==> src/rtl/mem_arb_pkg.sv <==
// Shared constants for the two-port memory arbiter: FSM encoding, port IDs and
// default bus widths.
package mem_arb_pkg;

  localparam int ADDR_WIDTH_DEF = 10;
  localparam int DATA_WIDTH_DEF = 32;

  typedef logic [1:0] state_t;

  localparam state_t ST_IDLE   = 2'd0;
  localparam state_t ST_ACCESS = 2'd1;
  localparam state_t ST_RESP   = 2'd2;

  localparam logic PORT_IF = 1'b0;
  localparam logic PORT_DM = 1'b1;

endpackage

==> src/rtl/rr_arbiter2.sv <==
// Combinational two-way round-robin pick between instruction fetch and data
// access; a tie goes to whichever port was not served last.
module rr_arbiter2
  import mem_arb_pkg::*;
(
  input  logic if_req,
  input  logic dm_req,
  input  logic last_grant,
  output logic grant_valid,
  output logic grant_id
);

  always_comb begin
    grant_valid = if_req | dm_req;
    grant_id    = PORT_IF;
    if (if_req && dm_req) begin
      grant_id = ~last_grant;
    end else if (dm_req) begin
      grant_id = PORT_DM;
    end
  end

endmodule

==> src/rtl/mem_port_arbiter.sv <==
// Serialises IF reads and DM reads/writes onto one single-port memory using a
// three-state (grant, access, respond) FSM with round-robin arbitration.
module mem_port_arbiter
  import mem_arb_pkg::*;
#(
  parameter int ADDR_WIDTH = ADDR_WIDTH_DEF,
  parameter int DATA_WIDTH = DATA_WIDTH_DEF
) (
  input  logic                  clk,
  input  logic                  rst_n,
  input  logic                  if_req,
  input  logic [ADDR_WIDTH-1:0] if_addr,
  output logic                  if_ready,
  output logic [DATA_WIDTH-1:0] if_rdata,
  input  logic                  dm_req,
  input  logic                  dm_we,
  input  logic [ADDR_WIDTH-1:0] dm_addr,
  input  logic [DATA_WIDTH-1:0] dm_wdata,
  output logic                  dm_ready,
  output logic [DATA_WIDTH-1:0] dm_rdata,
  output logic [ADDR_WIDTH-1:0] mem_addr,
  output logic                  mem_we,
  output logic [DATA_WIDTH-1:0] mem_wdata,
  input  logic [DATA_WIDTH-1:0] mem_rdata
);

  state_t                state_q, state_d;
  logic                  last_grant_q, last_grant_d;
  logic                  grant_q, grant_d;
  logic [ADDR_WIDTH-1:0] mem_addr_q, mem_addr_d;
  logic [DATA_WIDTH-1:0] mem_wdata_q, mem_wdata_d;
  logic                  mem_we_q, mem_we_d;
  logic [DATA_WIDTH-1:0] if_rdata_q, if_rdata_d;
  logic [DATA_WIDTH-1:0] dm_rdata_q, dm_rdata_d;
  logic                  if_ready_q, if_ready_d;
  logic                  dm_ready_q, dm_ready_d;

  logic arb_valid;
  logic arb_id;

  rr_arbiter2 u_rr_arbiter2 (
    .if_req      (if_req),
    .dm_req      (dm_req),
    .last_grant  (last_grant_q),
    .grant_valid (arb_valid),
    .grant_id    (arb_id)
  );

  // Ready pulses are only ever raised by the ACCESS edge, so they default low
  // and naturally drop at the end of RESP.
  always_comb begin
    state_d      = state_q;
    last_grant_d = last_grant_q;
    grant_d      = grant_q;
    mem_addr_d   = mem_addr_q;
    mem_wdata_d  = mem_wdata_q;
    mem_we_d     = mem_we_q;
    if_rdata_d   = if_rdata_q;
    dm_rdata_d   = dm_rdata_q;
    if_ready_d   = 1'b0;
    dm_ready_d   = 1'b0;

    case (state_q)
      ST_IDLE: begin
        if (arb_valid) begin
          state_d      = ST_ACCESS;
          grant_d      = arb_id;
          last_grant_d = arb_id;
          if (arb_id == PORT_DM) begin
            mem_addr_d  = dm_addr;
            mem_wdata_d = dm_wdata;
            mem_we_d    = dm_we;
          end else begin
            mem_addr_d = if_addr;
            mem_we_d   = 1'b0;
          end
        end
      end
      ST_ACCESS: begin
        state_d  = ST_RESP;
        mem_we_d = 1'b0;
        if (grant_q == PORT_DM) begin
          dm_ready_d = 1'b1;
          if (!mem_we_q) begin
            dm_rdata_d = mem_rdata;
          end
        end else begin
          if_ready_d = 1'b1;
          if_rdata_d = mem_rdata;
        end
      end
      ST_RESP: begin
        state_d = ST_IDLE;
      end
      default: begin
        state_d  = ST_IDLE;
        mem_we_d = 1'b0;
      end
    endcase
  end

  // Async reset clears mem_we at once, so an in-flight write never commits.
  always_ff @(posedge clk or negedge rst_n) begin
    if (!rst_n) begin
      state_q      <= ST_IDLE;
      last_grant_q <= PORT_IF;
      grant_q      <= PORT_IF;
      mem_addr_q   <= '0;
      mem_wdata_q  <= '0;
      mem_we_q     <= 1'b0;
      if_rdata_q   <= '0;
      dm_rdata_q   <= '0;
      if_ready_q   <= 1'b0;
      dm_ready_q   <= 1'b0;
    end else begin
      state_q      <= state_d;
      last_grant_q <= last_grant_d;
      grant_q      <= grant_d;
      mem_addr_q   <= mem_addr_d;
      mem_wdata_q  <= mem_wdata_d;
      mem_we_q     <= mem_we_d;
      if_rdata_q   <= if_rdata_d;
      dm_rdata_q   <= dm_rdata_d;
      if_ready_q   <= if_ready_d;
      dm_ready_q   <= dm_ready_d;
    end
  end

  assign mem_addr  = mem_addr_q;
  assign mem_wdata = mem_wdata_q;
  assign mem_we    = mem_we_q;
  assign if_rdata  = if_rdata_q;
  assign dm_rdata  = dm_rdata_q;
  assign if_ready  = if_ready_q;
  assign dm_ready  = dm_ready_q;

endmodule

==> config.mk <==
export PLATFORM = sky130hd
export DESIGN_NAME = mem_port_arbiter
export DESIGN_NICKNAME = d
export VERILOG_FILES = /design/src/rtl/mem_arb_pkg.sv /design/src/rtl/rr_arbiter2.sv /design/src/rtl/mem_port_arbiter.sv
export SDC_FILE = /design/constraint.sdc
export NUM_CORES = 1
export LEC_CHECK = 0
export ABC_AREA = 1
export BUFFER_PORTS_ARGS = -buffer_cell sky130_fd_sc_hd__buf_4
export CAP_MARGIN = 20
export CORE_ASPECT_RATIO = 0.5
export CORE_MARGIN = 2
export CORE_UTILIZATION = 43
export CTS_CLUSTER_SIZE = 25
export DETAILED_ROUTE_END_ITERATION = 8
export PLACE_DENSITY = 0.84
export SLEW_MARGIN = 20
export SYNTH_ARGS = -nofsm -noshare
export SYNTH_HDL_FRONTEND = slang
export SYNTH_SLANG_ARGS = --single-unit
==> constraint.sdc <==
create_clock -name clk -period 1.2 [get_ports clk]
set_input_delay 0.24 -clock clk [delete_from_list [all_inputs] [get_ports clk]]
set_output_delay 0.24 -clock clk [all_outputs]
set_load 0.05 [all_outputs]
==> metrics.md <==
| Metric | Value |
|---|---|
| Placeable Area | `10200 um2` |
| Failing checks | `negative setup slack` |
| Count leader, synth | `nand2_1` |
| Synth Warn # | `0` |
| Seq/Total Area, Yosys | `0.616` |
| # H-tree levels | `3` |
| Status | `complete, but fails checks` |
| CP bufs+invs | `3` |
| Hold worst-path end | `mem_wdata[5]` |
| Synth Area in Simple Gates | `0.203` |
| Number of synthesized register bits | `112` |
| WS Path Type | `reg -> reg` |
| Layout cell share with drive strength beyond 1 | `0.508` |
| Main combinational cell family by area after synthesis | `simple AND/OR/NAND/NOR gates` |
| Routed WL | `14.7 mm` |
| Leak pwr | `3.92 nW` |
| Max cap viols | `0` |
| Crit. path cell count | `7` |
| Total grt overflow | `0` |
| Fmax | `729 MHz` |
| Worst hold path class | `in -> reg` |
| N_diodes | `0` |
| Final antenna-violating net count | `0` |
| Final hold vios | `0` |
| Place WS | `-0.0911 ns` |
| Compound-Gate Fraction of Synth Area | `0.0883` |
| Synth cell count leaders | `163 x nand2_1, 112 x dfrtp_1, 54 x inv_1, 54 x nand3_1, 33 x o21ai_1` |
| Final WS setup | `-0.172 ns` |
| CTS tree | `built` |
| Fillcell total | `680` |
| Number of global-route vias before repair | `4168` |
| Initial Util | `0.444` |
| Actual slew at the worst max-slew pin | `0.334 ns` |
| Die X | `between 100 and 150 um` |
| Max stage delay on crit path | `between 0.3 and 0.4 ns` |
| Slew Limit Headroom | `0.777` |
| GP Congestion | `0.806` |
| Post-route setup TNS | `-10.80 ns` |
| Power per cell area | `between 3000 and 4000 nW/um2` |
| Routed WL per cell | `17.4 um` |
| XOR/XNOR Fraction of Synth Area | `0` |
| CP Data Required Time | `1.42 ns` |
| R2R setup slack | `-0.17 ns` |
| Total Die Area | `11500 um2` |
| Vias per inst | `around 5.1` |
| DRT Pass-1 Iters | `5` |
| RSZ-0062 raised after global routing | `true` |
| Antenna violations before repair | `0` |
| Post-synth EDFFs | `0` |
| RR Startpoint | `state_q[0]` |
| Placed Area | `approximately 6200 um2` |
| GRT Overall Usage | `0.223` |
| Synth async-reset ratio | `1.00` |
| Clock Path Buffers | `2` |
| Reg2reg path depth | `7` |
| CP Launch Type | `flip-flop` |
| Final HPWL DP | `8.26 mm` |
| P&R area growth vs syn | `61.5%` |
| Worst setup EP type | `flip-flop` |
| Area leader, netlist | `dfrtp_1` |
| Root buffer cell | `clkbuf_16` |
| Non-Filler Cell Area, Final | `7340 um2` |
| CTS sink cnt | `112` |
| Num rows | `26` |
| Mapped Cells | `487` |
| First-pass GRT wire length | `roughly 20 mm` |
| Hold Path Depth | `3` |
| FF-to-FF End | `if_rdata[26]` |
| Reg area | `2800 um2` |
| WP data arrival | `1.59 ns` |
| Final cycle utilization of the critical path | `1.14` |
| Worst Path Max Fanout | `27` |
| # DRC | `0` |
| Endpoints failing setup | `113` |
| Via Count | `4295` |
| CTS buffer count | `9` |
| Area of the multi-input gates | `roughly 1700 um2` |
| Clock-pin slew on the worst setup and hold paths | `roughly 0.070 ns` |
| Critical-path top delay cell | `dfrtp_1` |
| Avg Cell Area, Syn | `9.34 um2` |
| Share of the synthesized area in the top cell type | `0.616` |
| Die boundary height | `roughly 77 um` |
| Final min period | `1.37 ns` |
| Clock latency on the worst-skew pair | `0.34 ns` |
| Iter 0 DRT Violations | `317` |
| Crit path max-delay family | `simple AND/OR/NAND/NOR gates` |
| Worst hold start | `dm_wdata[5]` |
| Worst clock skew | `0.00846 ns` |
| Mux contribution to synthesized area | `0` |
| Nets | `a little under 800` |
| Yosys cell types | `18` |
| Buffers on Ports | `197` |
| Max Slew Vio Count | `0` |
| Total power | `~26 mW` |
| CP cell instances | `inv_2 -> buf_6 -> nor2_4 -> nand2_4 -> buf_12 -> nand2_2 -> o21ai_1` |
| Peak VDD IR | `between 0.0015 and 0.002 V` |
| Largest net degree at the start of global routing | `61` |
| Largest cells by area after synthesis | `dfrtp_1 62%, nand2_1 13%, nand3_1 5.9%` |
| Post-synthesis adder-cell area fraction | `0` |
| Predominant post-synthesis flop cell | `dfrtp_1` |
| Post-Syn Nets | `576` |
| Final core occ | `0.717` |
| Syn Std Cell Area | `~4500 um2` |
| I/O pins | `198` |
layout by cell type, fill, tap and decap left out, types with 5 or more instances in the layout:
master     instances
nand2_2           57
buf_4            171
inv_1             54
buf_6             41
o21ai_1           41
nand3_1           47
dfrtp_1          111
nand3_2            5
nand2_4           21
clkbuf_16         14
buf_12             9
o21ai_2           24
nand2_1           87
worst max-delay path by stage:
stage,startpoint,slack [ns],to
CTS,state_q[1],-0.05,dm_rdata[6]
global route,state_q[0],-0.20,dm_rdata[29]
global placement,state_q[1],-0.03,mem_addr[7]
floorplan,mem_we,0.008,dm_rdata[10]
detailed placement,state_q[1],-0.09,mem_addr[1]
finish,state_q[0],-0.17,if_rdata[26]
worst register-to-register path, stage by stage, from the launching register on:
cell and delay, ns:
dfrtp_1 0.37, inv_2 0.06, buf_6 0.12, nor2_4 0.20, nand2_4 0.14, buf_12 0.19, nand2_2 0.08, o21ai_1 0.08
cell families after synthesis:
kind of cell	after synthesis
AOI/OAI and AO/OA	66
buffers and inverters	85
DFF	112
and+or+nand+nor	224
through the flow:
step / hold WS (ns) / std cells
6_report: 0.127 / 847
3_5_place_dp: 0.270 / 813
2_1_floorplan: -0.0556 / 487
3_3_place_gp: 0.270 / 813
5_1_grt: 0.127 / 847
4_1_cts: 0.118 / 839
sequential cells by signal, summed over array words and instances (netlist names), 2 cells and up:
name,flops
mem_wdata,32
dm_rdata,32
mem_addr,10
if_rdata,32
state_q,2
where the power goes:
group	internal [mW]	switching (mW)
Combinational	5.40	10.4
Sequential	5.62	1.50
Clock	1.57	1.28
Total	12.6	13.2
repair_timing:
| action | CTS | global route |
|---|---|---|
| hold buffers | 1 | 0 |
| buffers inserted | 5 | 4 |
| endpoints found under the setup margin | 44 | 120 |
| gates resized for setup | 16 | 161 |
| pin swaps | 4 | 11 |
| gates cloned | 5 | 5 |
| endpoints found under the hold margin | 112 | 0 |
layout make-up:
type,count,area share
clock buffer,15,0.0378
inverter,58,0.0307
multi-input combinational,290,0.231
sequential,112,0.382
tap,140,0.0239
timing repair buffer,231,0.294
timing repair inverter,1,0.00119
metal layers:
layer	up-vias	wire length (um)	GRT usage
met1	2067	5730	0.263
met3	61	899	0.0476
met2	214	7410	0.399
li1	1953	-	-
met5	-	0	0
met4	0	673	0.0895
(Power assumes the default switching activity.)
